**src/rtl/ttt_pkg.sv**
```systemverilog
// Shared encodings for the tic-tac-toe move sequencer: FSM states, mark and
// result codes, board size.
package ttt_pkg;

  localparam int NUM_CELLS = 9;

  typedef enum logic [2:0] {
    S_IDLE,
    S_WAIT_MOVE,
    S_COMMIT,
    S_CHECK,
    S_GAME_OVER
  } state_t;

  localparam logic [1:0] MARK_EMPTY  = 2'b00;
  localparam logic [1:0] MARK_PLAYER = 2'b01;
  localparam logic [1:0] MARK_COMP   = 2'b10;

  localparam logic [1:0] RES_NONE   = 2'b00;
  localparam logic [1:0] RES_PLAYER = 2'b01;
  localparam logic [1:0] RES_COMP   = 2'b10;
  localparam logic [1:0] RES_DRAW   = 2'b11;

  // Side that moves after the given one; result codes share the mark encoding.
  function automatic logic [1:0] opponent(input logic [1:0] side);
    return (side == MARK_PLAYER) ? MARK_COMP : MARK_PLAYER;
  endfunction

endpackage

```
**src/rtl/move_decode.sv**
```systemverilog
// Cell index decoder: 4-bit position to one-hot board cell plus a flag that
// the index names a real cell (0..8).
module move_decode
  import ttt_pkg::*;
(
  input  logic [3:0]           pos,
  output logic [NUM_CELLS-1:0] onehot,
  output logic                 in_range
);

  always_comb begin
    in_range = (pos < 4'(NUM_CELLS));
    onehot   = '0;
    if (in_range) onehot = NUM_CELLS'(1) << pos;
  end

endmodule

```
**src/rtl/move_sequencer.sv**
```systemverilog
// Game-flow controller: arbitrates player/computer moves, validates them against
// the board, issues board writes and decides the result. Optional move timeout
// is enabled by defining MOVE_TIMEOUT_EN.
module move_sequencer
  import ttt_pkg::*;
#(
  parameter int TIMEOUT_CYCLES = 255
) (
  input  logic                 clk,
  input  logic                 reset,
  input  logic                 start,
  input  logic                 first_comp,
  input  logic                 pl_valid,
  input  logic [3:0]           pl_pos,
  output logic                 pl_ready,
  input  logic                 pc_valid,
  input  logic [3:0]           pc_pos,
  output logic                 pc_ready,
  input  logic [NUM_CELLS-1:0] occ,
  input  logic                 win,
  input  logic                 full,
  output logic                 wr_en,
  output logic [NUM_CELLS-1:0] wr_cell,
  output logic [1:0]           wr_mark,
  output logic                 clr_board,
  output logic                 illegal,
  output logic [1:0]           turn,
  output logic                 game_over,
  output logic [1:0]           result,
  output logic                 timeout
);

  state_t state, state_next;
  logic [1:0] turn_q, turn_next;
  logic [1:0] result_q, result_next;
  logic       illegal_q, illegal_next;
  logic       clr_q, clr_next;
  logic       timeout_hit;

  logic                 handshake;
  logic                 legal;
  logic [3:0]           sel_pos;
  logic [NUM_CELLS-1:0] sel_onehot;
  logic                 sel_in_range;
  logic [NUM_CELLS-1:0] cell_p1;

  assign pl_ready  = (state == S_WAIT_MOVE) && (turn_q == MARK_PLAYER);
  assign pc_ready  = (state == S_WAIT_MOVE) && (turn_q == MARK_COMP);
  assign handshake = (pl_valid && pl_ready) || (pc_valid && pc_ready);

  // Only the side to move can handshake, so its port drives the single decoder.
  assign sel_pos = (turn_q == MARK_COMP) ? pc_pos : pl_pos;

  move_decode u_decode (
    .pos      (sel_pos),
    .onehot   (sel_onehot),
    .in_range (sel_in_range)
  );

  assign legal = sel_in_range && ((sel_onehot & occ) == '0);

  always_comb begin
    state_next   = state;
    turn_next    = turn_q;
    result_next  = result_q;
    illegal_next = 1'b0;
    clr_next     = 1'b0;
    case (state)
      S_IDLE, S_GAME_OVER: begin
        if (start) begin
          state_next  = S_WAIT_MOVE;
          clr_next    = 1'b1;
          result_next = RES_NONE;
          turn_next   = first_comp ? MARK_COMP : MARK_PLAYER;
        end
      end
      S_WAIT_MOVE: begin
        if (handshake && legal) begin
          state_next = S_COMMIT;
        end else begin
          illegal_next = handshake;
          if (timeout_hit) begin
            state_next  = S_GAME_OVER;
            result_next = opponent(turn_q);
            turn_next   = MARK_EMPTY;
          end
        end
      end
      S_COMMIT: state_next = S_CHECK;
      S_CHECK: begin
        if (win) begin
          state_next  = S_GAME_OVER;
          result_next = turn_q;
          turn_next   = MARK_EMPTY;
        end else if (full) begin
          state_next  = S_GAME_OVER;
          result_next = RES_DRAW;
          turn_next   = MARK_EMPTY;
        end else begin
          state_next = S_WAIT_MOVE;
          turn_next  = opponent(turn_q);
        end
      end
      default: begin
        state_next = S_IDLE;
        turn_next  = MARK_EMPTY;
      end
    endcase
  end

  always_ff @(posedge clk or posedge reset) begin
    if (reset) begin
      state     <= S_IDLE;
      turn_q    <= MARK_EMPTY;
      result_q  <= RES_NONE;
      illegal_q <= 1'b0;
      clr_q     <= 1'b0;
    end else begin
      state     <= state_next;
      turn_q    <= turn_next;
      result_q  <= result_next;
      illegal_q <= illegal_next;
      clr_q     <= clr_next;
    end
  end

  // Accepted cell, presented during COMMIT (data path, no reset)
  always_ff @(posedge clk) begin
    if (handshake && legal) cell_p1 <= sel_onehot;
  end

`ifdef MOVE_TIMEOUT_EN
  localparam int CNT_W = (TIMEOUT_CYCLES > 1) ? $clog2(TIMEOUT_CYCLES + 1) : 1;

  logic [CNT_W-1:0] cnt_q;
  logic             timeout_q;

  // Counts cycles spent in the current WAIT_MOVE visit; illegal attempts keep counting.
  assign timeout_hit = (cnt_q == CNT_W'(TIMEOUT_CYCLES - 1));

  always_ff @(posedge clk or posedge reset) begin
    if (reset) begin
      cnt_q     <= '0;
      timeout_q <= 1'b0;
    end else begin
      if (state == S_WAIT_MOVE && state_next == S_WAIT_MOVE) cnt_q <= cnt_q + CNT_W'(1);
      else cnt_q <= '0;
      timeout_q <= (state == S_WAIT_MOVE) && !(handshake && legal) && timeout_hit;
    end
  end

  assign timeout = timeout_q;
`else
  logic unused_timeout_cfg;

  assign timeout_hit        = 1'b0;
  assign timeout            = 1'b0;
  assign unused_timeout_cfg = (TIMEOUT_CYCLES > 0);
`endif

  assign wr_en     = (state == S_COMMIT);
  assign wr_cell   = wr_en ? cell_p1 : '0;
  assign wr_mark   = wr_en ? turn_q : MARK_EMPTY;
  assign clr_board = clr_q;
  assign illegal   = illegal_q;
  assign turn      = turn_q;
  assign game_over = (state == S_GAME_OVER);
  assign result    = result_q;

endmodule
```
**config.mk**
```make
export PLATFORM = sky130hd
export DESIGN_NAME = move_sequencer
export DESIGN_NICKNAME = d
export VERILOG_FILES = /design/src/rtl/ttt_pkg.sv /design/src/rtl/move_decode.sv /design/src/rtl/move_sequencer.sv
export SDC_FILE = /design/constraint.sdc
export NUM_CORES = 1
export LEC_CHECK = 0
export BUFFER_PORTS_ARGS = -buffer_cell sky130_fd_sc_hd__clkbuf_2
export CORE_MARGIN = 5
export CORE_UTILIZATION = 51
export CTS_CLUSTER_SIZE = 8
export DETAILED_ROUTE_END_ITERATION = 10
export GPL_ROUTABILITY_DRIVEN = 0
export PLACE_DENSITY = 0.9
export RECOVER_POWER = 100
export SYNTH_ARGS = -nofsm -noshare
export SYNTH_HDL_FRONTEND = slang
export SYNTH_SLANG_ARGS = --single-unit
```
**constraint.sdc**
```tcl
create_clock -name clk -period 6.7 [get_ports clk]
set_input_delay 0.335 -clock clk [delete_from_list [all_inputs] [get_ports clk]]
set_output_delay 0.335 -clock clk [all_outputs]
set_load 0.05 [all_outputs]
```
======== After elaboration in Yosys (flattened, before gate mapping) ========
Index checks and enable logic that the tools add are counted.
storage, ports and cells
  flip-flop bits (word level) ............. 18
  logic and storage cells ................. 57
cells by class
  bitwise logic cells ..................... 2
  mux-type cells .......................... 23
  order comparisons ....................... 1
  reduce and logical (&&, ||, !) cells .... 15
  shift operators ......................... 1
  equality and inequality tests ........... 9
operators with widths
  cell                   number
  $mux W2                9
  $mux W9                2
  $mux W3                4
  $pmux W3 S4            1
  $and A9 B9 Y9          1
  $logic_not A9 Y1       1
  $shl A1 B4 Y9 const A  1
  $eq A3 B2 Y1 const B   2
  $logic_and A1 B1 Y1    6
  $pmux W2 S3            1
  $lt A4 B4 Y1 const B   1
  $mux W1                4
  $mux W4                1
  $pmux W2 S2            1
  $reduce_and A2 Y1      2
  $reduce_or A2 Y1       2
  $eq A3 B1 Y1 const B   1
  $eq A3 B3 Y1 const B   1
  $logic_not A3 Y1       1
  $ne A3 B3 Y1 const B   1
  $reduce_and A3 Y1      1
  $eq A2 B1 Y1 const B   1
  $eq A2 B2 Y1 const B   1
  $ne A2 B1 Y1 const B   1
  other kinds (4)        4

======== Depth between registers and ports, before layout ========
  word-level depth ........................ 10
  mapped depth ............................ 6
  gate-level depth less buffers ........... 5

======== By module ========
A second synthesis with hierarchy kept.
second synthesis, totals
  cell total of the unflattened synthesis .. 103
  area total of the unflattened synthesis .. 1173.6 µm²
modules (own cells, without submodules)
  module          area each (µm²)  sequential area each (µm²)  cells an instance  instances
  move_sequencer  967.2            495.5                       89                 1
  move_decode     206.4            0.0                         14                 1

======== Worst setup path before layout ========
OpenSTA, ideal clock, no wires.
  kind .................................... register to register
  start point ............................. reg turn_q[0] (netlist: turn[0])
  end point ............................... reg cell_p1[0], enable pin
  library setup time ...................... 0.374 ns
  stages on the path, launching flop included .. 7
  path buffers ............................ 1
  setup slack ............................. 4.104 ns
  clock period less this slack ............ 2.596 ns
  arrival ................................. 2.222 ns
  cell sequence ........................... dfrtp_1 nand2b_1 buf_6 a31o_4 a22o_1 a221o_1 nor2_1
on the way
  longest elaborated chain between the ends .. 8
  elaborated cells on any way between the ends .. 15
  classes of those cells .................. 1 x order compare; 2 x eq/ne; 1 x shift; 2 x mux; 1 x bitwise; 8 x reduce/logical
ends and longest elaborated chain
  item                                           RTL line                                    RTL
  start: declaration                             move_sequencer.sv:34                        logic [1:0] turn_q, turn_next;
  start signal: assignment                       move_sequencer.sv:120                       turn_q <= turn_next;
  $eq A2 B2 Y1                                   move_sequencer.sv:48, move_sequencer.sv:52
  $mux W4                                        move_sequencer.sv:52                        assign sel_pos = (turn_q == MARK_COMP) ? pc_pos : pl_pos;
  $lt A4 B4 Y1 or $shl A1 B4 Y9 (tied branches)  move_decode.sv:12, move_decode.sv:14
  $mux W9                                        move_decode.sv:14                           if (in_range) onehot = NUM_CELLS'(1) << pos;
  $and A9 B9 Y9                                  move_sequencer.sv:60                        assign legal = sel_in_range && ((sel_onehot & occ) == '0);
  $logic_not A9 Y1                               move_sequencer.sv:60
  $logic_and A1 B1 Y1                            move_sequencer.sv:60
  $logic_and A1 B1 Y1 *                          move_sequencer.sv:129                       if (handshake && legal) cell_p1 <= sel_onehot;
  end signal: assignment                         move_sequencer.sv:129
  end: declaration                               move_sequencer.sv:45                        logic [NUM_CELLS-1:0] cell_p1;
Every way passes the cells marked *; elsewhere a longest branch is shown, timed or not.
A chain may end at the register's enable or synchronous reset.

======== Worst setup path in the final report ========
  start point ............................. reg turn_q[0] (netlist: turn[0])
  end point ............................... reg cell_p1[3], enable pin
Same word-level chain as after synthesis.

==> impl_metrics.env <==
export IMPL_cts_root_buf="clkbuf_4"
export IMPL_crit_family="compound AO/OA/AOI/OAI gates"
export IMPL_core_area_mm2=0.00219
export IMPL_vias_per_cell=5.55
export IMPL_synth_cell_types=47
export IMPL_fin_skew_ps=8.40
export IMPL_synth_area_leader_cell="edfxtp_1"
export IMPL_first_pass_iters=4
export IMPL_cp_required_ps=6630
export IMPL_cp_num_buf_inv=0
export IMPL_synth_most_common_cell="nor2_1"
export IMPL_grt_usage=0.159
export IMPL_min_path_type="in -> reg"
export IMPL_finalInstanceArea_mm2=0.00139
export IMPL_syn_area_per_cell_um2=9.34
export IMPL_cts_buffers=3
export IMPL_synth_main_ff_cell="edfxtp_1"
export IMPL_ys_seq_area_frac=0.424
export IMPL_max_stage_delay_ps=520
export IMPL_wl_um=2740
export IMPL_post_cts_buffers=0
export IMPL_grt_max_degree=14
export IMPL_syn_nets=150
export IMPL_diodes=0
export IMPL_yosysWarnings=0
export IMPL_synth_top_cell_area_share=0.232
export IMPL_fin_hold_ws_ps=369
export IMPL_critical_path_max_fanout=13
export IMPL_htree_levels=1
export IMPL_async_reset_ff_frac=0.500
export IMPL_clock_fmax_mhz=363
export IMPL_antenna_found_initial=0
export IMPL_worstMarginPinSlew_ps=655
export IMPL_clk_pin_slew_ps=110
export IMPL_drtAntennaViolNets=0
export IMPL_rsz0062_at_grt="no"
export IMPL_syn_area_mm2=0.00117
export IMPL_cellLeakagePower_uw=0.000625
export IMPL_die_area_mm2=0.00335
export IMPL_clkSinkCount=18
export IMPL_startpoint_type="register"
export IMPL_die_y_um=57.8
export IMPL_synthTopCellsByArea="edfxtp_1 (23%), dfrtp_1 (19%), and2_1 (5.9%)"
export IMPL_crit_type="reg -> reg"
export IMPL_clockBufferDepth=2
export IMPL_synth_cells=125
export IMPL_fin_util=0.636
export IMPL_arrival_ps=2690
export IMPL_synth_common_cells="nor2_1 (18), and2_1 (11), dfrtp_1 (9), edfxtp_1 (9), inv_1 (8)"
export IMPL_rows=17
export IMPL_ios=47
export IMPL_area_growth_pct=19.3
export IMPL_drtIter0Drc=42
export IMPL_rrSetupSlack_ps=3950
export IMPL_status="finished clean"
export IMPL_fin_crit_sh=0.411
export IMPL_dpl_hpwl_um=2210
export IMPL_synth_edf_count=9
export IMPL_power_density_mw_per_mm2=387
export IMPL_vias=1087
export IMPL_clk_insertion_delay_late_ps=290
export IMPL_period_needed_ps=2750
export IMPL_drive_gt1_frac=0.214
export IMPL_cp_slowest_cell="nor2_1"
export IMPL_fin_setup_tns_ps=0
export IMPL_crit_path_cell_trace="nand2b_1 > a31o_4 > a22o_1 > a221o_1 > nor2_1"
export IMPL_setup_viol=0
export IMPL_hold_violations=0
export IMPL_cts_tree="yes"
export IMPL_ys_ff_latch=18
export IMPL_ir_drop_v=0.000254
export IMPL_slew_viol_final=0
export IMPL_drc=0
export IMPL_grt_pass1_wl_um=4180
export IMPL_maxSlewHeadroom=0.562
export IMPL_end_kind="register"
export IMPL_grt_ovfl_total=0
export IMPL_fp_dieW_um=57.8
export IMPL_nets=194
export IMPL_initial_core_util=0.533
export IMPL_io_buffers=45
export IMPL_grt_pass1_vias=958
export IMPL_wl_per_cell_um=14.0
export IMPL_place_area_mm2=0.00138
export IMPL_maxCapViolations=0
## layout make-up
class | count | area, um2
fillers | 197 | 798
multi-input cells | 92 | 587
flip-flops and latches | 18 | 495
repair buffers | 46 | 209
clock buffers | 4 | 36.3
well taps | 28 | 35.0
inverters | 8 | 30.0
## cells by family after synthesis
family          synth area share
simple gates               0.270
mux                       0.0171
other cells              0.00321
flops                      0.424
compound gates             0.212
xor+xnor                 0.00750
buf+inv                   0.0654
## flip-flops by register name, indices dropped and copies added (netlist names)
register / flops
illegal: 1
cell_p1: 9
result: 2
clr_board: 1
turn: 2
state: 3
## cell usage in the layout, fill, tap and decap left out, drive strengths merged, types with 2 or more instances in the layout
cell type	n
a31oi	3
edfxtp	9
nor4bb	2
nor2b	3
inv	8
nor3	3
and2	12
or4b	2
a21oi	2
clkbuf	49
o21ai	4
a22oi	2
a22o	3
a31o	3
mux2i	2
o31ai	2
nor2	18
nand2	6
or3b	2
nand3	3
dfrtp	9
nand2b	2
o22ai	4
## worst min-delay path: stages
cell      delay [ps]
clkbuf_2         110
o221ai_1         110
o21ai_0           80
## report_power, final
group	switching [uW]	leakage (uW)	internal, uW
Sequential	33.4	0.000200	147
Clock	35.1	0.0000210	33.1
Combinational	202	0.000404	88.3
Total	270	0.000625	269
## worst paths after layout
| kind | cells after the start | startpoint | to |
|---|---|---|---|
| max reg2reg | 5 | turn[0]$_DFFE_PP0P_ | cell_p1[3]$_DFFE_PP_ |
| min | 3 | start | turn[0]$_DFFE_PP0P_ |
| max | 5 | turn[0]$_DFFE_PP0P_ | cell_p1[3]$_DFFE_PP_ |
| max in group asynchronous | 3 | reset | state[1]$_DFFE_PP0P_ |
| min in group asynchronous | 3 | reset | turn[0]$_DFFE_PP0P_ |
| min reg2reg | 1 | state[2]$_DFFE_PP0P_ | turn[1]$_DFFE_PP0P_ |
## per-stage QoR
stage	total power (uW)	std cells	worst slack, ps
final	539	196	3950
after global routing	571	196	3840
after CTS	548	196	3940
after detailed placement	481	191	3980
after global placement	475	191	4050
after floorplan	430	125	4100
## layer usage
| layer | share of wire | GRT usage | wire length (um) | up-vias |
|---|---|---|---|---|
| li1 | - | - | - | 533 |
| met1 | 0.42 | 0.198 | 1160 | 492 |
| met2 | 0.48 | 0.273 | 1320 | 54 |
| met3 | 0.077 | 0.0312 | 210 | 8 |
| met4 | 0.019 | 0.0530 | 53 | 0 |
| met5 | 0 | 0 | 0 | - |
## repair_timing
item / 4_1_cts / 5_1_grt
endpoints found under the setup margin: 0 / 0
hold endpoints to repair: 9 / 0
hold buffers: 1 / 0
gates resized for setup: 0 / 0
(Power assumes the default switching activity.)
